--- src/rtl/bus_master_pkg.sv ---
// rtl/bus_master_pkg.sv - shared state encoding and function code for bus_master
package bus_master_pkg;

  typedef enum logic [2:0] {
    S_IDLE,
    S_REQUEST,
    S_ADDR,
    S_STROBE,
    S_LATCH,
    S_RELEASE,
    S_FINISH
  } state_e;

  // Every cycle this master runs is a supervisor data access.
  localparam logic [2:0] FC_SUP_DATA = 3'b101;

endpackage

--- src/rtl/bus_master_sync2.sv ---
// rtl/bus_master_sync2.sv - two-flop synchronizer for one asynchronous bus input
module sync2 (
  input  logic clk_i,
  input  logic rst_i,
  input  logic d_i,
  output logic q_o
);

  logic meta_q;
  logic sync_q;

  always_ff @(posedge clk_i) begin
    if (rst_i) begin
      meta_q <= 1'b0;
      sync_q <= 1'b0;
    end else begin
      meta_q <= d_i;
      sync_q <= meta_q;
    end
  end

  assign q_o = sync_q;

endmodule

--- src/rtl/bus_master.sv ---
// rtl/bus_master.sv - single-transfer bus master with arbitration handshake
// Optional STROBE timeout enabled by defining BUS_MASTER_TIMEOUT_EN.
module bus_master
  import bus_master_pkg::*;
#(
  parameter int unsigned SETUP_CYCLES   = 1,
  parameter int unsigned TIMEOUT_CYCLES = 255
) (
  input  logic        MCLK_IN,
  input  logic        RESET_IN,
  input  logic        REQ_IN,
  input  logic        REQ_WR_IN,
  input  logic [22:0] REQ_ADDR_IN,
  input  logic [15:0] REQ_DATA_IN,
  input  logic        REQ_UDS_IN,
  input  logic        REQ_LDS_IN,
  output logic        BUSY,
  output logic        DONE,
  output logic        ERROR,
  output logic [15:0] RDATA,
  input  logic        BG_IN,
  input  logic        AS_IN,
  input  logic        DTACK_IN,
  input  logic        BERR_IN,
  input  logic [15:0] DATA_IN,
  output logic        BR,
  output logic        BGACK,
  output logic        AS,
  output logic        UDS,
  output logic        LDS,
  output logic        WR,
  output logic        DATA_OE,
  output logic [22:0] ADDR_OUT,
  output logic [2:0]  FC_OUT,
  output logic [15:0] DATA_OUT
);

  localparam logic [3:0] SETUP_LAST = 4'(SETUP_CYCLES - 1);

  logic bg_s, as_s, dtack_s, berr_s;

  sync2 u_sync_bg    (.clk_i(MCLK_IN), .rst_i(RESET_IN), .d_i(BG_IN),    .q_o(bg_s));
  sync2 u_sync_as    (.clk_i(MCLK_IN), .rst_i(RESET_IN), .d_i(AS_IN),    .q_o(as_s));
  sync2 u_sync_dtack (.clk_i(MCLK_IN), .rst_i(RESET_IN), .d_i(DTACK_IN), .q_o(dtack_s));
  sync2 u_sync_berr  (.clk_i(MCLK_IN), .rst_i(RESET_IN), .d_i(BERR_IN),  .q_o(berr_s));

  state_e      state_q;
  logic        wr_q, en_uds_q, en_lds_q, err_q;
  logic [22:0] addr_q;
  logic [15:0] data_q;
  logic [3:0]  setup_cnt_q;
  logic        busy_q, done_q, error_q, br_q, bgack_q, as_q, uds_q, lds_q, bus_wr_q, oe_q;
  logic [15:0] rdata_q, data_out_q;
  logic [22:0] addr_out_q;
  logic [2:0]  fc_q;

`ifdef BUS_MASTER_TIMEOUT_EN
  localparam logic [15:0] TMO_LAST = 16'(TIMEOUT_CYCLES - 1);
  logic [15:0] tmo_cnt_q;
`else
  logic unused_timeout;
  assign unused_timeout = (TIMEOUT_CYCLES == 0);
`endif

  always_ff @(posedge MCLK_IN) begin
    if (RESET_IN) begin
      state_q     <= S_IDLE;
      wr_q        <= 1'b0;
      en_uds_q    <= 1'b0;
      en_lds_q    <= 1'b0;
      err_q       <= 1'b0;
      addr_q      <= '0;
      data_q      <= '0;
      setup_cnt_q <= '0;
      busy_q      <= 1'b0;
      done_q      <= 1'b0;
      error_q     <= 1'b0;
      br_q        <= 1'b0;
      bgack_q     <= 1'b0;
      as_q        <= 1'b0;
      uds_q       <= 1'b0;
      lds_q       <= 1'b0;
      bus_wr_q    <= 1'b0;
      oe_q        <= 1'b0;
      rdata_q     <= '0;
      data_out_q  <= '0;
      addr_out_q  <= '0;
      fc_q        <= '0;
`ifdef BUS_MASTER_TIMEOUT_EN
      tmo_cnt_q   <= '0;
`endif
    end else begin
      done_q  <= 1'b0;
      error_q <= 1'b0;
      case (state_q)
        S_IDLE: begin
          if (REQ_IN) begin
            if (!REQ_UDS_IN && !REQ_LDS_IN) begin
              done_q  <= 1'b1;
              error_q <= 1'b1;
            end else begin
              wr_q     <= REQ_WR_IN;
              addr_q   <= REQ_ADDR_IN;
              data_q   <= REQ_DATA_IN;
              en_uds_q <= REQ_UDS_IN;
              en_lds_q <= REQ_LDS_IN;
              err_q    <= 1'b0;
              busy_q   <= 1'b1;
              br_q     <= 1'b1;
              state_q  <= S_REQUEST;
            end
          end
        end
        S_REQUEST: begin
          // Take the bus only once the previous owner has fully let go.
          if (bg_s && !as_s && !dtack_s) begin
            br_q        <= 1'b0;
            bgack_q     <= 1'b1;
            addr_out_q  <= addr_q;
            fc_q        <= FC_SUP_DATA;
            bus_wr_q    <= wr_q;
            data_out_q  <= wr_q ? data_q : 16'h0000;
            oe_q        <= wr_q;
            setup_cnt_q <= '0;
            state_q     <= S_ADDR;
          end
        end
        S_ADDR: begin
          if (setup_cnt_q == SETUP_LAST) begin
            as_q    <= 1'b1;
            uds_q   <= en_uds_q;
            lds_q   <= en_lds_q;
`ifdef BUS_MASTER_TIMEOUT_EN
            tmo_cnt_q <= '0;
`endif
            state_q <= S_STROBE;
          end else begin
            setup_cnt_q <= setup_cnt_q + 4'd1;
          end
        end
        S_STROBE: begin
          if (berr_s) begin
            err_q   <= 1'b1;
            as_q    <= 1'b0;
            uds_q   <= 1'b0;
            lds_q   <= 1'b0;
            state_q <= S_RELEASE;
          end else if (dtack_s) begin
            state_q <= S_LATCH;
          end
`ifdef BUS_MASTER_TIMEOUT_EN
          else if (tmo_cnt_q == TMO_LAST) begin
            err_q   <= 1'b1;
            as_q    <= 1'b0;
            uds_q   <= 1'b0;
            lds_q   <= 1'b0;
            state_q <= S_RELEASE;
          end else begin
            tmo_cnt_q <= tmo_cnt_q + 16'd1;
          end
`endif
        end
        S_LATCH: begin
          if (!wr_q) begin
            if (en_uds_q) rdata_q[15:8] <= DATA_IN[15:8];
            if (en_lds_q) rdata_q[7:0]  <= DATA_IN[7:0];
          end
          as_q    <= 1'b0;
          uds_q   <= 1'b0;
          lds_q   <= 1'b0;
          state_q <= S_RELEASE;
        end
        S_RELEASE: begin
          addr_out_q <= '0;
          fc_q       <= '0;
          bus_wr_q   <= 1'b0;
          data_out_q <= '0;
          oe_q       <= 1'b0;
          state_q    <= S_FINISH;
        end
        S_FINISH: begin
          // Hold the bus until the slave has withdrawn its response.
          if (!dtack_s && !berr_s) begin
            bgack_q <= 1'b0;
            busy_q  <= 1'b0;
            done_q  <= 1'b1;
            error_q <= err_q;
            state_q <= S_IDLE;
          end
        end
        default: state_q <= S_IDLE;
      endcase
    end
  end

  assign BUSY     = busy_q;
  assign DONE     = done_q;
  assign ERROR    = error_q;
  assign RDATA    = rdata_q;
  assign BR       = br_q;
  assign BGACK    = bgack_q;
  assign AS       = as_q;
  assign UDS      = uds_q;
  assign LDS      = lds_q;
  assign WR       = bus_wr_q;
  assign DATA_OE  = oe_q;
  assign ADDR_OUT = addr_out_q;
  assign FC_OUT   = fc_q;
  assign DATA_OUT = data_out_q;

endmodule

--- config.mk ---
export PLATFORM = sky130hd
export DESIGN_NAME = bus_master
export DESIGN_NICKNAME = d
export VERILOG_FILES = /design/src/rtl/bus_master_pkg.sv /design/src/rtl/bus_master_sync2.sv /design/src/rtl/bus_master.sv
export SDC_FILE = /design/constraint.sdc
export NUM_CORES = 1
export LEC_CHECK = 0
export CAP_MARGIN = 40
export CORE_UTILIZATION = 32
export DETAILED_ROUTE_END_ITERATION = 6
export PLACE_DENSITY_LB_ADDON = 0.1
export SLEW_MARGIN = 40
export SYNTH_ARGS = -nofsm -noshare
export SYNTH_HDL_FRONTEND = slang
export SYNTH_HIERARCHICAL = 1
export SYNTH_SLANG_ARGS = --single-unit
--- constraint.sdc ---
create_clock -name MCLK_IN -period 2.1 [get_ports MCLK_IN]
set_input_delay 0.21 -clock MCLK_IN [delete_from_list [all_inputs] [get_ports MCLK_IN]]
set_output_delay 0.21 -clock MCLK_IN [all_outputs]
set_load 0.01 [all_outputs]
Yosys cells after proc, flatten, opt, wreduce, memory -nomap -nowiden
Index checks and enable logic that the tools add are counted.
W data, S select, Z words.

word-level totals
  bits of input ports = 65
  register bits = 125

cells by class
  multiplexer cells = 45
  reductions and logical operators = 29
  bitwise operators = 2
  equal/unequal tests = 14
  add/subtract/negate cells = 1

operators by type and width
  operator               count
  $pmux W23 S2           1
  $mux W16               2
  $pmux W16 S2           1
  $mux W3                8
  $mux W23               1
  $pmux W3 S7            1
  $reduce_and A3 Y1      6
  $mux W1                17
  $pmux W1 S2            7
  $ne A2 B2 Y1 const B   6
  $reduce_and A4 Y1      3
  $reduce_bool A2 Y1     6
  $eq A3 B3 Y1 const B   3
  $pmux W1 S3            3
  $mux W4                2
  $pmux W4 S2            1
  $eq A3 B2 Y1 const B   2
  $pmux W3 S2            1
  $reduce_and A6 Y1      1
  $logic_not A1 Y1       5
  $add A4 B1 Y4 const B  1
  $logic_and A1 B1 Y1    4
  $logic_not A4 Y1       1
  $eq A3 B1 Y1 const B   1
  6 further kinds        7

Depth between registers and ports, before layout
Gate-level depths: netlist (run 1).

  word-level depth = 5
  gate-level depth with buffers = 7
  gate-level depth less buffers = 6

By module
The synthesis (run 1) kept the hierarchy.

modules (own cells, without submodules)
  module      cells an instance  area each (sq um)  seq. area each (sq um)  times used
  bus_master  540                4396.7             2302.2                  1
  sync2       4                  52.6               40.0                    4

Worst setup path before layout (run 1)
Ideal clock, no wire load.

  path type = register -> register
  start point = register setup_cnt_q[0]
  end point = register lds_q, in the netlist LDS
  library setup time = 0.132 ns
  setup slack = 0.594 ns
  stages on the path, launching flop included = 7
  path buffers = 0
  data arrival time = 1.373 ns
  cells stage by stage = dfxtp_1 -> inv_1 -> ha_1 -> or3b_2 -> and2_1 -> o21ai_0 -> a21oi_1

between the ends
  word-level cells in the longest chain between the ends = 3

ends and longest elaborated chain
  item                         RTL line           text
  from (decl)                  bus_master.sv:51   logic [3:0] setup_cnt_q;
  from (signal assigned)       bus_master.sv:138  setup_cnt_q <= setup_cnt_q + 4'd1;
  $logic_not A4 Y1             bus_master.sv:129  if (setup_cnt_q == SETUP_LAST) begin
  $ne A2 B2 Y1 (no line)       -
  $reduce_and A3 Y1 (no line)  -
  to (signal assigned)         bus_master.sv:132  lds_q <= en_lds_q;
  to (decl)                    bus_master.sv:52   logic busy_q, done_q, error_q, br_q, bgack_q, as_q, uds_q, lds_q, bus_wr_q, oe_q;

Every way passes these cells.
A chain may end at the register's enable or synchronous reset.

Worst setup path after layout (run 1)
  start point = register state_q[1]
  end point = register addr_q[4]

between the ends
  word-level cells in the longest chain between the ends = 2

ends and longest elaborated chain
  item                         RTL line           text
  from (decl)                  bus_master.sv:47   state_e state_q;
  from (signal assigned)       bus_master.sv:67   state_q <= S_IDLE;
  from (signal assigned)       bus_master.sv:110  state_q <= S_REQUEST;
  from (signal assigned)       bus_master.sv:125  state_q <= S_ADDR;
  $logic_not A3 Y1             bus_master.sv:95   case (state_q)
  $reduce_and A3 Y1 (no line)  -
  to (signal assigned)         bus_master.sv:72   addr_q <= '0;
  to (signal assigned)         bus_master.sv:103  addr_q <= REQ_ADDR_IN;
  to (decl)                    bus_master.sv:49   logic [22:0] addr_q;

Every way passes these cells.

==> results of run 1 <==
area by class of cell:
class | count | area (µm²)
Inverter | 4 | 15.0
Clock buffer | 27 | 513
Timing Repair Buffer | 147 | 1450
Tap cell | 180 | 225
Fill cell | 1395 | 7400
Clock inverter | 2 | 10.0
Multi-Input combinational cell | 381 | 1910
Sequential cell | 123 | 2460
cells by family (layout without fill, tap and decap cells):
group	Yosys count	in the layout	share of synthesized area (%)
compound gates	126	126	14.6
xor+xnor	2	2	0.380
fa+ha+maj	2	2	0.543
buf+inv	52	180	5.76
flops	123	123	53.4
mux	1	1	0.217
other cells	1	1	0.0814
simple gates	249	249	25.0
synthesized netlist by cell type (2+ instances only):
master | instances | area (µm²)
nand3_1 | 75 | 375
nor3b_2 | 2 | 25.0
o21ai_0 | 7 | 35.0
a211oi_1 | 5 | 37.5
buf_1 | 2 | 7.51
clkbuf_1 | 22 | 82.6
ha_1 | 2 | 25.0
buf_2 | 14 | 70.1
nor2_1 | 7 | 26.3
nand2b_1 | 2 | 12.5
nor3_1 | 4 | 20.0
inv_1 | 4 | 15.0
nand2_1 | 137 | 514
dfxtp_1 | 123 | 2460
and3_1 | 2 | 12.5
xor2_1 | 2 | 17.5
a21oi_1 | 106 | 531
nor2b_1 | 12 | 75.1
nor4b_4 | 2 | 47.6
buf_4 | 6 | 45.0
nand4_1 | 2 | 12.5
buf_6 | 4 | 45.0
flip-flops by register name (all words and copies together) (netlist names), 3 cells and up:
name and cells:
data_q 16, DATA_OUT 16, addr_q 23, setup_cnt_q 4, ADDR_OUT 23, state_q 3
RDATA 16
power breakdown:
group | internal, mW | leakage [nW] | switching (mW) | total [mW]
registers | 2.42 | 0.999 | 0.0667 | 2.49
logic | 0.229 | 1.01 | 0.237 | 0.466
clock network | 1.64 | 0.259 | 0.948 | 2.59
through the flow:
| stage | worst slack, ns | hold WS (ns) |
|---|---|---|
| floorplan | 0.594 | 0.282 |
| global placement | 0.249 | 0.422 |
| detailed placement | 0.189 | 0.423 |
| CTS | 0.353 | 0.281 |
| global route | 0.190 | 0.294 |
| finish | 0.366 | 0.281 |
metal layers:
layer	global-route usage [%]	part of all wire, %	up-vias
met4	7.33	1.6	0
met2	28.2	48	99
li1	-	-	2107
met5	0	0	-
met1	21.7	46	1956
met3	4.07	4.0	17
layout by cell type, fill, tap and decap left out, drive strengths merged, types with 2 or more instances in the layout:
cell,instances
nor3,4
clkinv,2
nand4,2
clkdlybuf4s50,130
nor2,7
nor3b,2
inv,4
nand2b,2
a21oi,106
nor2b,12
nand3,75
buf,17
nand2,137
a211oi,5
o21ai,8
ha,2
nor4b,3
clkbuf,27
xor2,2
dfxtp,123
and3,2
worst reg2reg max path, delay by kind of cell (launching register included):
kind	cells	cell delay (ns)
and+or+nand+nor	3	0.83
DFF	1	0.46
buffers and inverters	1	0.26
AOI/OAI and AO/OA	1	0.12
worst max path at each step:
stage,endpoint,slack [ns],depth (start not counted)
2_1_floorplan,LDS,0.59,6
3_3_place_gp,addr_q[20],0.25,6
3_5_place_dp,addr_q[20],0.19,6
4_1_cts,addr_q[20],0.35,5
5_1_grt,data_q[12],0.19,5
6_report,addr_q[4],0.37,5
==> summary.txt, run 1 <==
Critical path
  – Worst r2r dst: addr_q[4]
  – R2R cell count: 5
  – CP Launch Type: flip-flop
  – Arr. time, crit path: about 2.1 ns
  – Crit-path max FO: 22
  – Reg2Reg Setup Slack: between 0.3 and 0.4 ns
  – Crit path cell chain: nor4b_4, nor2b_4, buf_4, nand2_1, a21oi_1
  – Slowest-stage cell, CP: nor4b_4
  – Critical path endpoint category: flip-flop
  – Crit path from: state_q[1]
  – Reg2reg start: state_q[1]
  – CP Class: reg -> reg
  – Worst path max stage delay: ~0.48 ns
  – Bufs and invs on worst path: 1
  – CP delay by family, top: simple AND/OR/NAND/NOR gates
  – Req. time, crit path: 2.44 ns

Clock tree
  – Setup Fix Bufs, Post-CTS: 0
  – PostCTS Resize Cnt: 0
  – Clk Latency, worst-skew pair: between 0.4 and 0.5 ns
  – Cts hold-fix bufs: 0
  – Clock Path Buffers: 2
  – Cts bufs inserted: 17
  – Clock sink total: 123
  – CTS root buf: clkbuf_16
  – CTS tree: built
  – Reg clk slew, reported paths: approximately 0.050 ns
  – Max H-tree Level: 4

Synthesis
  – Post-synth EDFFs: 0
  – Distinct cells, synth: 36
  – Synth warn: 6
  – Yosys reg bits: about 120
  – Synthesized net count: approximately 620
  – Sequential share of the synthesized area: 53.4%
  – Avg Inst Size Synth: between 8 and 9 µm²
  – Synth async-reset ratio: 0%
  – Cell area after synthesis: roughly 0.0046 mm²
  – Synth Flop Type: dfxtp_1
  – Post-Syn Instances: around 560

Drt
  – Via count: about 4,200
  – DRT antenna net count: 0
  – DR WL/cell: between 10 and 15 µm
  – Remaining DRCs: 0
  – DR pass1 iterations: 4
  – DRT iter0 DRCs: 188
  – Via/cell ratio: approximately 4.8
  – Final WL: about 12,000 µm

Placement
  – Final RePlAce weighted congestion: about 0.80
  – Input/output buffers: around 130
  – Post-DP HPWL: 8250 µm
  – Post-DP Area: 0.00607 mm²
  – Placed cell count: 835

Pwr
  – Lkg Pwr: 2.26 nW
  – Power per cell area: approximately 840 mW/mm²
  – VDD IR max: about 0.46 mV
  – Overall Power: roughly 5.5 mW

Floorplanning
  – Die width: between 100 and 150 µm
  – Full die area: approximately 0.015 mm²
  – Core Rows: 43
  – Initial Util: 32.9%
  – Core Box Area: approximately 0.014 mm²
  – I/O Pins: around 130
  – Die Y: about 120 µm

STA
  – Final Hold Vio Count: 0
  – Fmax achieved: approximately 580 MHz
  – Number of setup violations in the final report: 0
  – Slew Viols, Final: 0
  – Min Tclk post-route: between 1.5 and 2 ns
  – Worst-Margin Slew: roughly 0.59 ns
  – Skew final: roughly 0.0041 ns
  – Max-slew headroom: approximately three fifths
  – RSZ-0062 raised after global routing: false
  – Setup TNS: 0 ns
  – Final period util: 82.6%

Min path
  – Hold endpoint: u_sync_as/q_o
  – Hold crit path type: in -> reg
  – Hold Startpoint: RESET_IN
  – Hold path cells: 2

GRT
  – Largest net degree at the start of global routing: 56
  – Number of global-route vias before repair: 3,961
  – Gr usage total: around 17%
  – GRT overflow: 0
  – Antenna violations before repair: 0
  – Global-route wire length before repair: around 20,000 µm

Cells and area
  – Area delta synth->final: 43.0%
  – Final net count: 741
  – N_diodes: 0
  – Layout cells sized above 1: around 7.7%
  – Fin area: 0.00659 mm²
  – Non-Filler Instances: 864
  – Final core occ: approximately 47%

Status
  – Status: finished, final reports clean

Job
  – Max-cap violations: 0
Power figures use the tool's default switching activity.
==> inputs of run 2 (changes only) <==
Clock period 2.1 ns to 1.55 ns, I/O delays scaled along.
==> summary.txt, run 2 (same netlist as run 1, synthesis figures left out) <==
Clock tree
  – Max H-tree Level: 4 (unchanged)
  – CTS tree: built
  – Clock sink total: 123 (unchanged)
  – Cts bufs inserted: 17 (unchanged)
  – Clock Path Buffers: 2 (unchanged)
  – Clk Latency, worst-skew pair: 0.41 ns (about the same)
  – Reg clk slew, reported paths: 0.05 ns (about the same)
  – CTS root buf: clkbuf_16
  – Setup Fix Bufs, Post-CTS: 0 (unchanged)
  – Cts hold-fix bufs: 0 (unchanged)

STA
  – RSZ-0062 raised after global routing: true
  – Fmax achieved: 677 MHz
  – Final Hold Vio Count: 0 (unchanged)
  – Number of setup violations in the final report: 0 (unchanged)
  – Final period util: 95.3%
  – Slew Viols, Final: 0 (unchanged)
  – Min Tclk post-route: about 1.5 ns
  – Worst-case hold slack: 0.173 ns (-0.108 ns)
  – Final critical-path setup slack: 0.0733 ns (-0.293 ns)
  – Skew final: 0.00587 ns (+0.00174 ns)
  – Setup TNS: 0 ns (unchanged)

Cells and area
  – Commonest cells after routing, fill and taps aside: nand2_1 (136), clkdlybuf4s50_1 (130), dfxtp_1 (122), a21oi_1 (104), nand3_1 (73)
  – Commonest non-fill, non-tap cell in the layout: nand2_1
  – Layout cells sized above 1: 11.1% (+3.4 points)
  – Area delta synth->final: 50.1%
  – Final net count: 755 (+1.9%)
  – Final core occ: 49.4% (+2.3 points)
  – N_diodes: 0 (unchanged)

Critical path
  – Crit path cell chain: clkdlybuf4s50_1
  – CP delay by family, top: buffers and inverters
  – CP Launch Type: flip-flop
  – Reg2reg start: state_q[1]
  – Worst path max stage delay: 0.55 ns (+0.07 ns)
  – Crit path from: ADDR_OUT[4]
  – CP Class: reg -> out
  – Critical path endpoint category: output pin
  – Arr. time, crit path: 1.32 ns (-0.76 ns)
  – Slowest-stage cell, CP: clkdlybuf4s50_1
  – Req. time, crit path: 1.39 ns (-1.05 ns)
  – Bufs and invs on worst path: 1 (unchanged)
  – Crit-path max FO: 2 (-91%)

Floorplanning
  – Core Box Area: 0.0140 mm² (unchanged)
  – Core Rows: 43 (unchanged)
  – Die width: 122 µm (unchanged)
  – Full die area: 0.0149 mm² (unchanged)
  – I/O Pins: 133 (unchanged)
  – Initial Util: 32.9% (unchanged)
  – Die Y: 122 µm (unchanged)

GRT
  – Antenna violations before repair: 0 (unchanged)
  – Number of global-route vias before repair: 3,935 (-0.66%)
  – Gr usage total: 17.4% (+0.11 points)
  – Largest net degree at the start of global routing: 54 (-3.6%)
  – Global-route wire length before repair: 19,700 µm (-0.10%)
  – GRT overflow: 0 (unchanged)

Placement
  – Post-DP HPWL: 8530 µm (+3.4%)
  – Pre-CTS WS: -0.0482 ns (-0.237 ns)
  – Final RePlAce weighted congestion: 0.787 (-2.2%)
  – Input/output buffers: 131 (unchanged)

Min path
  – Hold crit path type: in -> reg
  – Hold Startpoint: RESET_IN

Drt
  – DRT antenna net count: 0 (unchanged)
  – Via/cell ratio: 4.80 (-0.73%)
  – DR WL/cell: 14.1 µm (-1.5%)
  – Via count: 4,230 (+1.2%)
  – DR pass1 iterations: 4 (unchanged)
  – DRT iter0 DRCs: 232 (+23%)
  – Final WL: 12,400 µm (+0.48%)
  – Remaining DRCs: 0 (unchanged)

Pwr
  – VDD IR max: 0.680 mV (+47%)
  – Overall Power: 7.96 mW (+44%)
  – Power per cell area: 1150 mW/mm² (+37%)
  – Lkg Pwr: 2.40 nW (+6.2%)

Job
  – Max-cap violations: 0 (unchanged)

Status
  – Status: finished, final reports clean
run 2: cell type report:
type | count | area, µm²
Sequential cell | 123 | 2460
Clock inverter | 7 | 87.6
Multi-Input combinational cell | 381 | 1940
Inverter | 4 | 15.0
Timing Repair Buffer | 161 | 1690
Fill cell | 1405 | 7070
Tap cell | 180 | 225
Clock buffer | 25 | 495
run 2: path summary, 6_finish.rpt:
| path | slack, ns | depth (start not counted) | to |
|---|---|---|---|
| setup / recovery | 0.07 | 1 | ADDR_OUT[4] |
| hold / removal | 0.17 | 2 | FC_OUT[0] |
| setup reg to reg | 0.08 | 7 | addr_q[1] |
| hold reg to reg | 0.43 | 1 | u_sync_as/q_o |
run 2: routing by layer:
| metal | routed length [µm] | GRT usage (%) | up-vias | share of wire, % |
|---|---|---|---|---|
| li1 | - | - | 2147 | - |
| met1 | 5660 | 22.5 | 1968 | 46 |
| met2 | 5920 | 26.9 | 95 | 48 |
| met3 | 589 | 4.49 | 20 | 4.7 |
| met4 | 245 | 8.18 | 0 | 2.0 |
| met5 | 0 | 0 | - | 0 |
run 2: what timing repair did:
item,CTS,global route
pin swaps,0,0
resized for setup,3,10
endpoints found under the setup margin,4,77
run 2: power breakdown:
group          internal [mW]  switching (mW)  total, mW  leakage [nW]
Combinational          0.391           0.364      0.754          1.12
Sequential              3.28          0.0628       3.34          1.00
Clock                   2.52            1.34       3.86         0.287
Total                   6.19            1.77       7.96          2.40
run 2: worst register-to-register path: cells and delay by family (launching register included):
family,cells,cell delay (ns)
buffers and inverters,3,0.52
AND/OR/NAND/NOR,2,0.36
flip-flops,1,0.32
AO/OA/AOI/OAI,2,0.16
run 2: per-stage QoR:
stage / instance area (µm²) / cells
4_1_cts: 6890 / 881
5_1_grt: 6910 / 881
2_1_floorplan: 4610 / 556
3_5_place_dp: 6300 / 849
6_report: 6910 / 881
3_3_place_gp: 6300 / 849
==> inputs of run 3 (changes only) <==
Settings changed: CAP_MARGIN 40 to unset.
Clock period 1.55 ns to 1.3 ns, I/O delays scaled along.
==> summary.txt, run 3 (same netlist as run 1, synthesis figures left out) <==
Status
  – Status: complete, but fails checks
  – Failing checks: negative setup slack

Critical path
  – Reg2reg start: state_q[2]
  – R2R cell count: 7 (unchanged)
  – Bufs and invs on worst path: 3 (+2)
  – Critical path endpoint category: flip-flop
  – Crit-path max FO: 12 (+10)
  – CP Depth: 7 (+6)
  – CP Class: reg -> reg
  – Req. time, crit path: 1.64 ns (+0.25 ns)
  – Crit path cell chain: buf_4, nor2_1, and3_4, buf_12, clkbuf_16, nand3_1, a21oi_1
  – Worst path max stage delay: 0.36 ns (-0.19 ns)
  – CP Launch Type: flip-flop
  – Crit path from: state_q[2]
  – CP delay by family, top: simple AND/OR/NAND/NOR gates
  – Slowest-stage cell, CP: dfxtp_4
  – Arr. time, crit path: 1.81 ns (+0.49 ns)

STA
  – Worst-Margin Slew: about 0.65 ns
  – Fmax achieved: between 600 and 700 MHz
  – Final period util: 113%
  – Final Hold Vio Count: 0 (unchanged)
  – Final critical-path setup slack: -0.168 ns (-0.241 ns)
  – RSZ-0062 raised after global routing: true
  – Max-slew headroom: a little under three fifths
  – Min Tclk post-route: around 1.5 ns
  – Setup TNS: -11.12 ns (-11.12 ns)
  – Number of setup violations in the final report: 107 (+107)
  – Slew Viols, Final: 0 (unchanged)
  – Worst-case hold slack: 0.118 ns (-0.0557 ns)
  – Skew final: 0.00599 ns (+0.000125 ns)

Pwr
  – Overall Power: 9.42 mW (+18%)
  – Power per cell area: 1220 mW/mm² (+6.3%)
  – Lkg Pwr: 3.09 nW (+28%)
  – VDD IR max: 0.984 mV (+45%)

Clock tree
  – CTS tree: built
  – Reg clk slew, reported paths: 0.05 ns (about the same)
  – Cts hold-fix bufs: 0 (unchanged)
  – Clock sink total: 123 (unchanged)
  – Max H-tree Level: 4 (unchanged)
  – Clk Latency, worst-skew pair: 0.41 ns (about the same)
  – Cts bufs inserted: 17 (unchanged)
  – Clock Path Buffers: 2 (unchanged)
  – CTS root buf: clkbuf_16

Placement
  – Post-DP Area: 0.00640 mm² (+1.6%)
  – Input/output buffers: 131 (unchanged)
  – Final RePlAce weighted congestion: 0.727 (-7.6%)
  – Placed cell count: 859 (+1.2%)
  – Post-DP HPWL: 8750 µm (+2.6%)
  – Pre-CTS WS: -0.280 ns (-0.232 ns)

Drt
  – Via count: 4,458 (+5.4%)
  – Via/cell ratio: 4.88 (+1.7%)
  – DRT iter0 DRCs: 219 (-5.6%)
  – DRT antenna net count: 0 (unchanged)
  – DR pass1 iterations: 4 (unchanged)
  – Remaining DRCs: 0 (unchanged)
  – DR WL/cell: 15.4 µm (+9.5%)
  – Final WL: 14,100 µm (+13%)

Cells and area
  – Commonest non-fill, non-tap cell in the layout: dfxtp_1
  – Final core occ: 55.0% (+5.6 points)
  – Area delta synth->final: 67.1%
  – Layout cells sized above 1: 28.8% (+18 points)
  – N_diodes: 0 (unchanged)
  – Final net count: 790 (+4.6%)
  – Non-Filler Instances: 913 (+3.6%)
  – Commonest cells after routing, fill and taps aside: dfxtp_1 (118), nand2_1 (96), a21oi_1 (70), dlygate4sd2_1 (67), clkdlybuf4s50_1 (63)
  – Fin area: 0.00770 mm² (+11%)

Floorplanning
  – I/O Pins: 133 (unchanged)
  – Die width: 122 µm (unchanged)
  – Initial Util: 32.9% (unchanged)
  – Full die area: 0.0149 mm² (unchanged)
  – Core Box Area: 0.0140 mm² (unchanged)
  – Die Y: 122 µm (unchanged)
  – Core Rows: 43 (unchanged)

Min path
  – Hold path cells: 2 (unchanged)
  – Hold crit path type: in -> reg
  – Hold Startpoint: RESET_IN

GRT
  – Number of global-route vias before repair: 4,225 (+7.4%)
  – Global-route wire length before repair: 21,000 µm (+6.6%)
  – GRT overflow: 0 (unchanged)
  – Antenna violations before repair: 0 (unchanged)
  – Gr usage total: 18.4% (+1.0 points)
  – Largest net degree at the start of global routing: 39 (-28%)

Job
  – Max-cap violations: 0 (unchanged)
-- run 3: area by class of cell --
| cell class | instances | area, µm² |
|---|---|---|
| clock buffer | 27 | 513 |
| clock inverter | 2 | 10.0 |
| fill | 1328 | 6290 |
| inverter | 4 | 15.0 |
| multi-input combinational | 381 | 2420 |
| sequential | 123 | 2480 |
| tap | 180 | 225 |
| timing repair buffer | 196 | 2040 |
-- run 3: report_power, final --
part | internal [mW] | switching (mW) | leakage, nW | total, mW
clock network | 2.65 | 1.54 | 0.259 | 4.19
registers | 3.91 | 0.102 | 1.00 | 4.01
logic | 0.639 | 0.583 | 1.83 | 1.22
total | 7.20 | 2.23 | 3.09 | 9.42
-- run 3: repair_timing --
action,in CTS,in global routing
pin swaps,20,49
setup buffers,5,14
resized for setup,112,100
cloned,1,7
setup endpoints to repair,176,113
-- run 3: routing by layer --
metal,share of wire (%),vias to the layer above,track usage (%)
met3,3.8,21,4.12
met4,1.9,0,8.02
met5,0,-,0
met2,48,91,29.7
li1,-,2214,-
met1,46,2132,23.4
-- run 3: worst register-to-register path: cells and delay by family, from the launching register on --
family	cells	cell delay, ns
AND/OR/NAND/NOR	3	0.46
buffers and inverters	3	0.44
flip-flops	1	0.36
AO/OA/AOI/OAI	1	0.12
-- run 3: worst paths after layout --
kind	endpoint	slack, ns
worst min-delay path	u_sync_as/meta_q	0.12
worst max-delay path	DATA_OUT[5]	-0.17
worst min register to register	u_sync_bg/q_o	0.43
worst max register to register	DATA_OUT[5]	-0.17
